--- src/rtl/seq_det_sched_if.sv ---
// Signal bundle between seq_det_sched, its byte requesters and the shared serial detector.
// The slave modport is the scheduler's view; the master modport is the environment's view.
interface seq_det_sched_if #(
  parameter int NUM_CH = 4,
  parameter int CNT_W  = 8
);
  logic [NUM_CH-1:0]       req;
  logic [8*NUM_CH-1:0]     data;
  logic [NUM_CH-1:0]       ack;
  logic [NUM_CH-1:0]       grant;
  logic                    busy;
  logic                    det_din;
  logic                    det_valid;
  logic                    det_clr;
  logic                    det_hit;
  logic [NUM_CH-1:0]       cnt_clr;
  logic [CNT_W*NUM_CH-1:0] hit_cnt;
  logic                    hit_irq;
  logic [2:0]              hit_ch;

  modport slave (
    input  req, data, det_hit, cnt_clr,
    output ack, grant, busy, det_din, det_valid, det_clr, hit_cnt, hit_irq, hit_ch
  );

  modport master (
    output req, data, det_hit, cnt_clr,
    input  ack, grant, busy, det_din, det_valid, det_clr, hit_cnt, hit_irq, hit_ch
  );
endinterface

--- src/rtl/seq_det_sched.sv ---
// Round-robin scheduler sharing one serial sequence detector among NUM_CH byte requesters.
// Define SEQ_SCHED_LSB_FIRST_EN to serialize bytes LSB first instead of MSB first.
module seq_det_sched #(
  parameter int NUM_CH = 4,
  parameter int CNT_W  = 8,
  parameter int DRAIN  = 2
) (
  input  logic           clk,
  input  logic           rst,
  seq_det_sched_if.slave bus
);

  typedef enum logic [1:0] {S_IDLE, S_SHIFT, S_DRAIN, S_CLEAR} state_t;

  state_t            state_q, state_d;
  logic [7:0]        shReg_q, shReg_d;
  logic [2:0]        bitCnt_q, bitCnt_d;
  logic [2:0]        drainCnt_q, drainCnt_d;
  logic [2:0]        last_q, last_d;
  logic [2:0]        hitCh_q, hitCh_d;
  logic [NUM_CH-1:0] grant_q, grant_d;
  logic [NUM_CH-1:0] ack_q, ack_d;
  logic              hitPrev_q, hitPrev_d;
  logic              hitIrq_q, hitIrq_d;
  logic [CNT_W-1:0]  cnt_q [NUM_CH];
  logic [CNT_W-1:0]  cnt_d [NUM_CH];

  logic              found;
  logic [2:0]        winIdx;
  logic [7:0]        winByte;
  logic [7:0]        shifted;
  logic              serialBit;
  logic              credit;

`ifdef SEQ_SCHED_LSB_FIRST_EN
  assign serialBit = shReg_q[0];
  assign shifted   = {1'b0, shReg_q[7:1]};
`else
  assign serialBit = shReg_q[7];
  assign shifted   = {shReg_q[6:0], 1'b0};
`endif

  // Search starts one past the last owner so a re-requesting channel goes to the back of the line.
  always_comb begin
    found   = 1'b0;
    winIdx  = last_q;
    winByte = 8'h00;
    for (int k = 1; k <= NUM_CH; k++) begin
      for (int i = 0; i < NUM_CH; i++) begin
        if (!found && bus.req[i] && (i == ((int'(last_q) + k) % NUM_CH))) begin
          found  = 1'b1;
          winIdx = 3'(i);
        end
      end
    end
    for (int i = 0; i < NUM_CH; i++) begin
      if (int'(winIdx) == i) winByte = bus.data[8*i +: 8];
    end
  end

  assign credit = ((state_q == S_SHIFT) || (state_q == S_DRAIN)) && bus.det_hit && !hitPrev_q;

  always_comb begin
    state_d    = state_q;
    shReg_d    = shReg_q;
    bitCnt_d   = bitCnt_q;
    drainCnt_d = drainCnt_q;
    last_d     = last_q;
    grant_d    = grant_q;
    ack_d      = '0;
    hitPrev_d  = hitPrev_q;
    hitIrq_d   = 1'b0;
    hitCh_d    = hitCh_q;

    case (state_q)
      S_IDLE: begin
        if (found) begin
          shReg_d  = winByte;
          last_d   = winIdx;
          bitCnt_d = 3'd0;
          for (int i = 0; i < NUM_CH; i++) begin
            grant_d[i] = (int'(winIdx) == i);
            ack_d[i]   = (int'(winIdx) == i);
          end
          state_d = S_SHIFT;
        end
      end
      S_SHIFT: begin
        shReg_d   = shifted;
        bitCnt_d  = bitCnt_q + 3'd1;
        hitPrev_d = bus.det_hit;
        if (bitCnt_q == 3'd7) begin
          drainCnt_d = 3'd0;
          state_d    = S_DRAIN;
        end
      end
      S_DRAIN: begin
        drainCnt_d = drainCnt_q + 3'd1;
        hitPrev_d  = bus.det_hit;
        if (drainCnt_q == 3'(DRAIN - 1)) state_d = S_CLEAR;
      end
      S_CLEAR: begin
        grant_d   = '0;
        hitPrev_d = 1'b0;
        state_d   = S_IDLE;
      end
      default: state_d = S_IDLE;
    endcase

    if (credit) begin
      hitIrq_d = 1'b1;
      hitCh_d  = last_q;
    end
  end

  // A clear on the same cycle as a credit wins; the interrupt still fires.
  always_comb begin
    for (int i = 0; i < NUM_CH; i++) begin
      cnt_d[i] = cnt_q[i];
      if (credit && (int'(last_q) == i) && (cnt_q[i] != {CNT_W{1'b1}})) cnt_d[i] = cnt_q[i] + 1'b1;
      if (bus.cnt_clr[i]) cnt_d[i] = '0;
    end
  end

  always_ff @(posedge clk or posedge rst) begin
    if (rst) begin
      state_q    <= S_IDLE;
      shReg_q    <= 8'h00;
      bitCnt_q   <= 3'd0;
      drainCnt_q <= 3'd0;
      last_q     <= 3'(NUM_CH - 1);
      grant_q    <= '0;
      ack_q      <= '0;
      hitPrev_q  <= 1'b0;
      hitIrq_q   <= 1'b0;
      hitCh_q    <= 3'd0;
      for (int i = 0; i < NUM_CH; i++) cnt_q[i] <= '0;
    end else begin
      state_q    <= state_d;
      shReg_q    <= shReg_d;
      bitCnt_q   <= bitCnt_d;
      drainCnt_q <= drainCnt_d;
      last_q     <= last_d;
      grant_q    <= grant_d;
      ack_q      <= ack_d;
      hitPrev_q  <= hitPrev_d;
      hitIrq_q   <= hitIrq_d;
      hitCh_q    <= hitCh_d;
      for (int i = 0; i < NUM_CH; i++) cnt_q[i] <= cnt_d[i];
    end
  end

  assign bus.ack       = ack_q;
  assign bus.grant     = grant_q;
  assign bus.busy      = (state_q != S_IDLE);
  assign bus.det_valid = (state_q == S_SHIFT);
  assign bus.det_din   = (state_q == S_SHIFT) ? serialBit : 1'b0;
  assign bus.det_clr   = (state_q == S_CLEAR);
  assign bus.hit_irq   = hitIrq_q;
  assign bus.hit_ch    = hitCh_q;

  for (genvar g = 0; g < NUM_CH; g++) begin : g_cnt
    assign bus.hit_cnt[CNT_W*g +: CNT_W] = cnt_q[g];
  end

endmodule

--- src/flat_wrapper.sv ---
// flat-port wrapper written by rule: the top's interface ports become plain ports
module seq_det_sched_flat 
#(
  parameter int NUM_CH = 4,
  parameter int CNT_W  = 8,
  parameter int DRAIN  = 2
)
  (clk, rst, bus_req, bus_data, bus_det_hit, bus_cnt_clr, bus_ack, bus_grant, bus_busy, bus_det_din, bus_det_valid, bus_det_clr, bus_hit_cnt, bus_hit_irq, bus_hit_ch);
  seq_det_sched_if #(.NUM_CH(NUM_CH), .CNT_W(CNT_W)) bus_i ();
  input  logic clk;
  input  logic rst;
  input wire logic [$bits(bus_i.req)-1:0] bus_req;
  input wire logic [$bits(bus_i.data)-1:0] bus_data;
  input wire logic [$bits(bus_i.det_hit)-1:0] bus_det_hit;
  input wire logic [$bits(bus_i.cnt_clr)-1:0] bus_cnt_clr;
  output wire logic [$bits(bus_i.ack)-1:0] bus_ack;
  output wire logic [$bits(bus_i.grant)-1:0] bus_grant;
  output wire logic [$bits(bus_i.busy)-1:0] bus_busy;
  output wire logic [$bits(bus_i.det_din)-1:0] bus_det_din;
  output wire logic [$bits(bus_i.det_valid)-1:0] bus_det_valid;
  output wire logic [$bits(bus_i.det_clr)-1:0] bus_det_clr;
  output wire logic [$bits(bus_i.hit_cnt)-1:0] bus_hit_cnt;
  output wire logic [$bits(bus_i.hit_irq)-1:0] bus_hit_irq;
  output wire logic [$bits(bus_i.hit_ch)-1:0] bus_hit_ch;
  assign bus_i.req = bus_req;
  assign bus_i.data = bus_data;
  assign bus_i.det_hit = bus_det_hit;
  assign bus_i.cnt_clr = bus_cnt_clr;
  assign bus_ack = bus_i.ack;
  assign bus_grant = bus_i.grant;
  assign bus_busy = bus_i.busy;
  assign bus_det_din = bus_i.det_din;
  assign bus_det_valid = bus_i.det_valid;
  assign bus_det_clr = bus_i.det_clr;
  assign bus_hit_cnt = bus_i.hit_cnt;
  assign bus_hit_irq = bus_i.hit_irq;
  assign bus_hit_ch = bus_i.hit_ch;
  seq_det_sched #(.NUM_CH(NUM_CH), .CNT_W(CNT_W), .DRAIN(DRAIN)) u_core (.clk(clk), .rst(rst), .bus(bus_i));
endmodule
--- config.mk ---
export PLATFORM = sky130hd
export DESIGN_NAME = seq_det_sched_flat
export DESIGN_NICKNAME = d
export VERILOG_FILES = /design/src/rtl/seq_det_sched_if.sv /design/src/rtl/seq_det_sched.sv /design/src/flat_wrapper.sv
export SDC_FILE = /design/constraint.sdc
export NUM_CORES = 1
export LEC_CHECK = 0
export CAP_MARGIN = 25
export CELL_PAD_IN_SITES_DETAIL_PLACEMENT = 0
export CELL_PAD_IN_SITES_GLOBAL_PLACEMENT = 1
export CORE_ASPECT_RATIO = 1.4
export CORE_UTILIZATION = 41
export CTS_CLUSTER_DIAMETER = 50
export DETAILED_ROUTE_END_ITERATION = 10
export PLACE_DENSITY_LB_ADDON = 0.1
export SLEW_MARGIN = 40
export SYNTH_ARGS = -nofsm -noshare
export SYNTH_HDL_FRONTEND = slang
export SYNTH_SLANG_ARGS = --single-unit
--- constraint.sdc ---
create_clock -name clk -period 4 [get_ports clk]
set_input_delay 0.8 -clock clk [delete_from_list [all_inputs] [get_ports clk]]
set_output_delay 0.8 -clock clk [all_outputs]
set_load 0.01 [all_outputs]
# Word level (Yosys, flattened, before mapping)
# Index checks and enable logic that the tools add are counted.
word_totals:
  register_bits: 64
  input_bits: 43
  out_inout_bits: 48
op_classes:
  add_sub_neg: 10
  n_eq_ne: 30
  muxes: 61
  n_bitwise: 4
  reduce_logical: 84
op_table:
  columns: ["op", "count"]
  rows:
  - ["$logic_not A32 Y1", 4]
  - ["$mux W8", 13]
  - ["$mux W3", 18]
  - ["$logic_and A1 B1 Y1", 41]
  - ["$add A8 B1 Y8 const B", 4]
  - ["$ne A8 B8 Y1 const B", 4]
  - ["$eq A3 B3 Y1 const A", 8]
  - ["$mux W1", 18]
  - ["$reduce_bool A2 Y1", 9]
  - ["$logic_not A1 Y1", 16]
  - ["$pmux W8 S2", 1]
  - ["$eq A3 B3 Y1 const B", 5]
  - ["$eq A2 B3 Y1 const A", 4]
  - ["$mux W4", 3]
  - ["$pmux W3 S2", 2]
  - ["$reduce_or A2 Y1", 5]
  - ["$pmux W2 S4", 1]
  - ["$pmux W4 S2", 1]
  - ["$reduce_and A2 Y1", 4]
  - ["$add A3 B1 Y3 const B", 2]
  - ["$eq A3 B2 Y1 const B", 2]
  - ["$logic_not A3 Y1", 2]
  - ["$mux W2", 3]
  - ["$add A2 B1 Y2 const B", 2]
  - ["11 further kinds", 17]

# Longest topological paths before layout
# Gate-level depths: netlist of the first run.
logic_depth:
  depth_word: 73
  mapped_depth: 8
  depth_no_buf: 7

# Least setup slack after synthesis of the first run
# OpenSTA, ideal clock, no wires.
synth_timing:
  kind: "reg-to-output"
  startpoint: "reg u_core.state_q[1]"
  endpoint: "out bus_det_din"
  t_arrival_ns: 1.558
  slack_ns: 1.642
  stages_incl_launch_ff: 6
  n_path_buf: 2
  path_cell_list: "dfrtp_1 > inv_1 > ha_1 > clkbuf_1 > clkbuf_1 > and2_1"
synth_via:
  elab_chain_len: 2
synth_rtl:
  columns: ["element", "line_no", "source"]
  rows:
  - ["start: declaration", "seq_det_sched.sv:15", "state_t state_q, state_d;"]
  - ["start signal: assignment", "seq_det_sched.sv:139", "state_q <= state_d;"]
  - ["$eq A2 B1 Y1", null, null]
  - ["named net bus_det_valid", "flat_wrapper.sv:20", "output wire logic [$bits(bus_i.det_valid)-1:0] bus_det_valid;"]
  - ["$mux W1", "seq_det_sched.sv:157", "assign bus.det_din = (state_q == S_SHIFT) ? serialBit : 1'b0;"]
  - ["end: declaration", "flat_wrapper.sv:19", "output wire logic [$bits(bus_i.det_din)-1:0] bus_det_din;"]
# The timed path passes the listed nets, and every way through them passes these cells.

# Worst setup path after layout of the first run
layout_timing:
  startpoint: "reg u_core.state_q[0]"
  endpoint: "out bus_busy"
layout_via:
  elab_chain_len: 1
layout_rtl:
  columns: ["element", "line_no", "source"]
  rows:
  - ["$reduce_bool A2 Y1", "seq_det_sched.sv:155", "assign bus.busy = (state_q != S_IDLE);"]
  - ["end: declaration", "flat_wrapper.sv:18", "output wire logic [$bits(bus_i.busy)-1:0] bus_busy;"]
# No other way between the ends.

==> qor.csv, run 1 <==
metric;value;unit
outcome;completed;
cts_inserted_buffers;9;
endpoint;bus_busy;
maxSlewHeadroom;50.0;%
grt_overflow;0;
area_growth;33.8;%
cts_buffer_depth;2;
rsz0062_at_grt;no;
cp.arrival;2070;ps
reg2reg_to;u_core.shReg_q[6];
cts_resized;0;
syn_avg_cell_area;9.40;um2
clock_latency;330;ps
synth_edf_count;0;
drv_cap;0;
start_util;42.0;%
setup_violations;0;
ys.warnings.count;0;
r2r_slack;1520;ps
cts_hold_buf;0;
cts.clk_slew.worst_paths;50;ps
cts_setup_buffers;0;
grt_max_degree;34;
syn-cell-area;3770;um2
yosys.cell_types.count;54;
drtAntennaViolNets;0;
htree_levels;3;
synth_area_leader_cell;dfrtp_1;
hold_path.class;register to register;
period_needed;2870;ps
cp-start-kind;register;
rr_startpoint;u_core.state_q[1];
clock_skew;4.61;ps
crit_type;register to output port;
yosysMostFrequentCell;dfrtp_1;
ios;91;
grt_pass1_wl;15.6;mm
cts.sinks;64;
synth_nets;457;
die_w;83.0;um
cp-startpoint;u_core.state_q[0];
wl_per_cell;15.6;um
antenna-diode-count;0;
drt_iter0_markers;145;
antenna_found_initial;0;
final_util;56.2;%
required;3200;ps
port-buffer-count;90;
synth_top_area_share;41.2;%
synthCells;401;
drive_gt1_share;7.10;%
endpoint_kind;output port;
vias_per_cell;5.60;
grt.total_usage;20.5;%
power_density;593;nW/um2
via_count;3358;
dieHeight;115;um
nNetsFinal;545;
dr.pass1.iters;4;
synthTopCellsByCount;dfrtp_1, nor2_1, nand3_1;
ir_drop;0.000322;V
synth-main-ff-cell;dfrtp_1;
synthTopCellsByArea;dfrtp_1, nor2_1, ha_1;
dpl.hpwl;6.90;mm
worst_pin_slew;749;ps
slew_violations;0;
grt_pass1_vias;3270;
synth-async-reset-ratio;100;%
fin_cells;600;
cts_root_buf;clkbuf_16;
coreArea;8980;um2
rows;41;
drc;0;
hold_violations;0;
ys_ff_latch;64;
cts_tree;built;
seq_area_frac_synth;42.6;%
max_clock_freq;348;MHz
setup-tns-final;0;ps
routed_wl;9.34;mm
fp.dieArea;9580;um2
cp_max_fo;15;
rr_worst_depth;8;
dp_cells;585;
gp_congestion;0.851;
leakage;2.12;nW
final.period_utilization;71.8;%
final cells by class:
cell class / count / area [um2]
Sequential cell: 64 / 1600
Timing Repair Buffer: 95 / 938
Tap cell: 107 / 134
Clock buffer: 12 / 246
Clock inverter: 3 / 42.5
Inverter: 20 / 75.1
Multi-Input combinational cell: 299 / 2000
Fill cell: 832 / 3930
report_power, final:
group / leakage [nW] / switching (W) / internal (W)
sequential: 0.848 / 0.000146 / 0.000810
combinational: 1.13 / 0.000712 / 0.000563
clock: 0.139 / 0.000267 / 0.000494
total: 2.12 / 0.00112 / 0.00187
worst min-delay path by stage:
stage / start / end / slack, ps / cells after the start
floorplan: u_core.shReg_q[6] / u_core.shReg_q[6] / 460 / 2
global placement: u_core.shReg_q[6] / u_core.shReg_q[6] / 480 / 2
detailed placement: u_core.shReg_q[4] / u_core.shReg_q[4] / 490 / 2
CTS: u_core.bitCnt_q[1] / u_core.bitCnt_q[1] / 510 / 1
global route: u_core.shReg_q[2] / u_core.shReg_q[2] / 530 / 2
finish: u_core.bitCnt_q[1] / u_core.bitCnt_q[1] / 510 / 1
metrics by stage:
step	area, um2	setup WS (ps)	hold slack, ps	total power, W
4_1_cts	5040	1090	507	0.00302
6_report	5040	1130	505	0.00299
3_3_place_gp	4750	930	480	0.00222
5_1_grt	5040	941	526	0.00321
2_1_floorplan	3770	1610	461	0.00180
3_5_place_dp	4750	852	490	0.00224
cell usage in the layout (no fill, tap or decap), types with 4 or more instances in the layout:
cell,count
a21boi_0,7
a21oi_1,23
a32oi_1,7
and2_1,4
and3_1,12
buf_4,5
clkbuf_16,9
clkdlybuf4s50_1,90
dfrtp_1,62
ha_1,13
inv_1,19
mux2i_1,5
nand2_1,24
nand2b_1,11
nand3_1,31
nand4_1,12
nor2_1,45
nor2b_1,5
nor3_1,5
o2111ai_1,8
o21ai_0,16
o31ai_1,7
xnor2_1,9
xor2_1,14
critical path, stage by stage (launching register included):
cell and delay (ps):
dfrtp_1 410, inv_1 120, ha_1 460, inv_1 220, clkdlybuf4s50_1 530
logic make-up after synthesis:
| group | after synthesis | synth area share [%] |
|---|---|---|
| AND/OR/NAND/NOR | 165 | 23.1 |
| XOR/XNOR | 23 | 5.35 |
| flip-flops | 64 | 42.6 |
| adder cells (fa/ha/maj) | 13 | 4.32 |
| multiplexers | 8 | 2.22 |
| buffers and inverters | 38 | 4.28 |
| AO/OA/AOI/OAI | 90 | 18.1 |
routing by layer:
layer	part of all wire, %	routed length, um	vias to the layer above	GRT usage [%]
met4	2.2	210	0	8.85
li1	-	-	1624	-
met1	42	3940	1608	24.5
met5	0	0	-	0
met3	4.3	402	22	4.42
met2	51	4790	104	35.8
state kept, by name, indices dropped and copies added (netlist names), 3 cells and up:
signal / flops
u_core.bus.hit_cnt: 32
u_core.shReg_q: 8
u_core.bus.ack: 4
u_core.bus.grant: 4
u_core.bitCnt_q: 3
u_core.bus.hit_ch: 3
u_core.drainCnt_q: 3
u_core.last_q: 3
No activity file was read; power rests on OpenSTA's default activity.
==> run 2: changes to the inputs <==
- CORE_UTILIZATION: 41 -> 38
- clock period: 4 -> 2.8 ns (I/O delays scaled with it)
==> qor.csv, run 2 (synthesis gave the netlist of run 1 again) <==
metric;value;unit;change
cts.sinks;64;;unchanged
cts_resized;0;;unchanged
leakage;2.19;nW;+3.6%
rr_worst_depth;7;;-1
use_met2;36.1;%;+0.21 points
met1_usage;23.3;%;-1.2 points
grt_pass1_wl;16.2;mm;+4.2%
routed_wl;9.69;mm;+3.7%
grt.busiest_layer;met2;;
p_switching;0.00164;W;+46%
final_common_cell;clkdlybuf4s50_1;;
slew_violations;0;;unchanged
cts_setup_buffers;0;;unchanged
cp-start-kind;register;;
grt_overflow;0;;unchanged
drt_iter0_markers;130;;-10%
area_growth;37.6;%;
maxSlewHeadroom;50.1;%;+0.12 points
swShare;37.3;%;-0.29 points
ir_drop;0.000445;V;+38%
start_util;39.4;%;-2.6 points
port-buffer-count;90;;unchanged
layout_common_cells;clkdlybuf4s50_1, dfrtp_1, nor2_1, nand3_1, nand2_1;;
cts.clk_slew.worst_paths;50;ps;about the same
power_frac_clock;26.1;%;+0.7 points
pwr-share-comb;42.8;%;+0.2 points
final.period_utilization;88.3;%;
vias_per_cell;5.31;;-5.2%
grt_max_degree;42;;+24%
cts_tree;built;;
drtAntennaViolNets;0;;unchanged
cts_buffer_depth;2;;unchanged
grt.total_usage;20.3;%;-0.27 points
max_clock_freq;404;MHz;
largest_reg_flops;32;;unchanged
ios;91;;unchanged
clock_latency;340;ps;about the same
nNetsFinal;556;;+2.0%
endpoint_kind;output port;;
hold_violations;0;;unchanged
rsz0062_at_grt;no;;
required;2240;ps;-960 ps
dieHeight;120;um;+3.8%
cts_hold_buf;0;;unchanged
power.internal;0.00276;W;+48%
clock_skew;4.20;ps;-0.407 ps
via_count;3374;;+0.48%
period_needed;2470;ps;
grt_pass1_vias;3426;;+4.8%
dr.pass1.iters;4;;unchanged
gp_congestion;0.838;;-1.6%
crit_type;register to output port;;
die_w;86.2;um;+3.8%
hold_path.class;register to register;;
outcome;completed;;
final_util;54.2;%;-1.9 points
drc;0;;unchanged
wl_per_cell;15.2;um;-2.1%
rows;42;;+2.4%
seq_power_share;31.1;%;-0.8 points
antenna-diode-count;0;;unchanged
dpl.hpwl;7.22;mm;+4.6%
post_dp_cell_area;4880;um2;+2.7%
worst_pin_slew;748;ps;-1.78 ps
hold_depth;1;;unchanged
use_met3;4.26;%;-0.15 points
fp.dieArea;10300;um2;+7.7%
antenna_found_initial;0;;unchanged
htree_levels;3;;unchanged
power;0.00441;W;+47%
setup_violations;0;;unchanged
coreArea;9560;um2;+6.5%
cp_max_fo;8;;-7
power_density;849;nW/um2;+43%
setup-tns-final;0;ps;unchanged
cp.arrival;1910;ps;-160 ps
final_area;5190;um2;+2.9%
drive_gt1_share;9.52;%;+2.4 points
cts_root_buf;clkbuf_16;;
cts_inserted_buffers;9;;unchanged
drv_cap;0;;unchanged
## run 2: final timing paths
path,from,end,slack [ps]
setup / recovery,u_core.state_q[1],bus_det_din,330
hold / removal,u_core.bitCnt_q[1],u_core.bitCnt_q[1],490
setup reg to reg,u_core.state_q[0],u_core.bus.hit_cnt[23],550
hold reg to reg,u_core.bitCnt_q[1],u_core.bitCnt_q[1],490
max in group asynchronous,rst,u_core.last_q[0],1530
min in group asynchronous,rst,u_core.bus.hit_cnt[14],600
## run 2: final cells by class
cell class	count	area (um2)
Inverter	20	75.1
Timing Repair Buffer	106	1030
Tap cell	132	165
Clock buffer	12	267
Multi-Input combinational cell	299	2000
Sequential cell	64	1600
Fill cell	919	4380
Clock inverter	3	40.0
## run 2: per-layer routing
layer	part of all wire [%]	wire length (um)
met1	43	4160
met5	0	0
met4	1.8	177
met2	51	4940
met3	4.3	416
## run 2: stage by stage
stage	cells	setup slack, ps	hold slack, ps
6_report	636	328	494
5_1_grt	636	229	515
4_1_cts	636	304	496
3_5_place_dp	621	179	483
3_3_place_gp	621	254	481
2_1_floorplan	401	645	461
## run 2: power groups by stage
stage	sequential (W)	clock, W	combinational [W]
3_3_place_gp	0.00138	0	0.00186
6_report	0.00137	0.00115	0.00189
3_5_place_dp	0.00138	0	0.00189
2_1_floorplan	0.00131	0	0.00126
5_1_grt	0.00140	0.00121	0.00211
4_1_cts	0.00137	0.00117	0.00190
## run 2: worst max-delay path: stages, from the launching register on
cell and delay, ps:
dfrtp_1 390, inv_1 130, ha_1 350, and2_1 180, clkdlybuf4s50_1 530
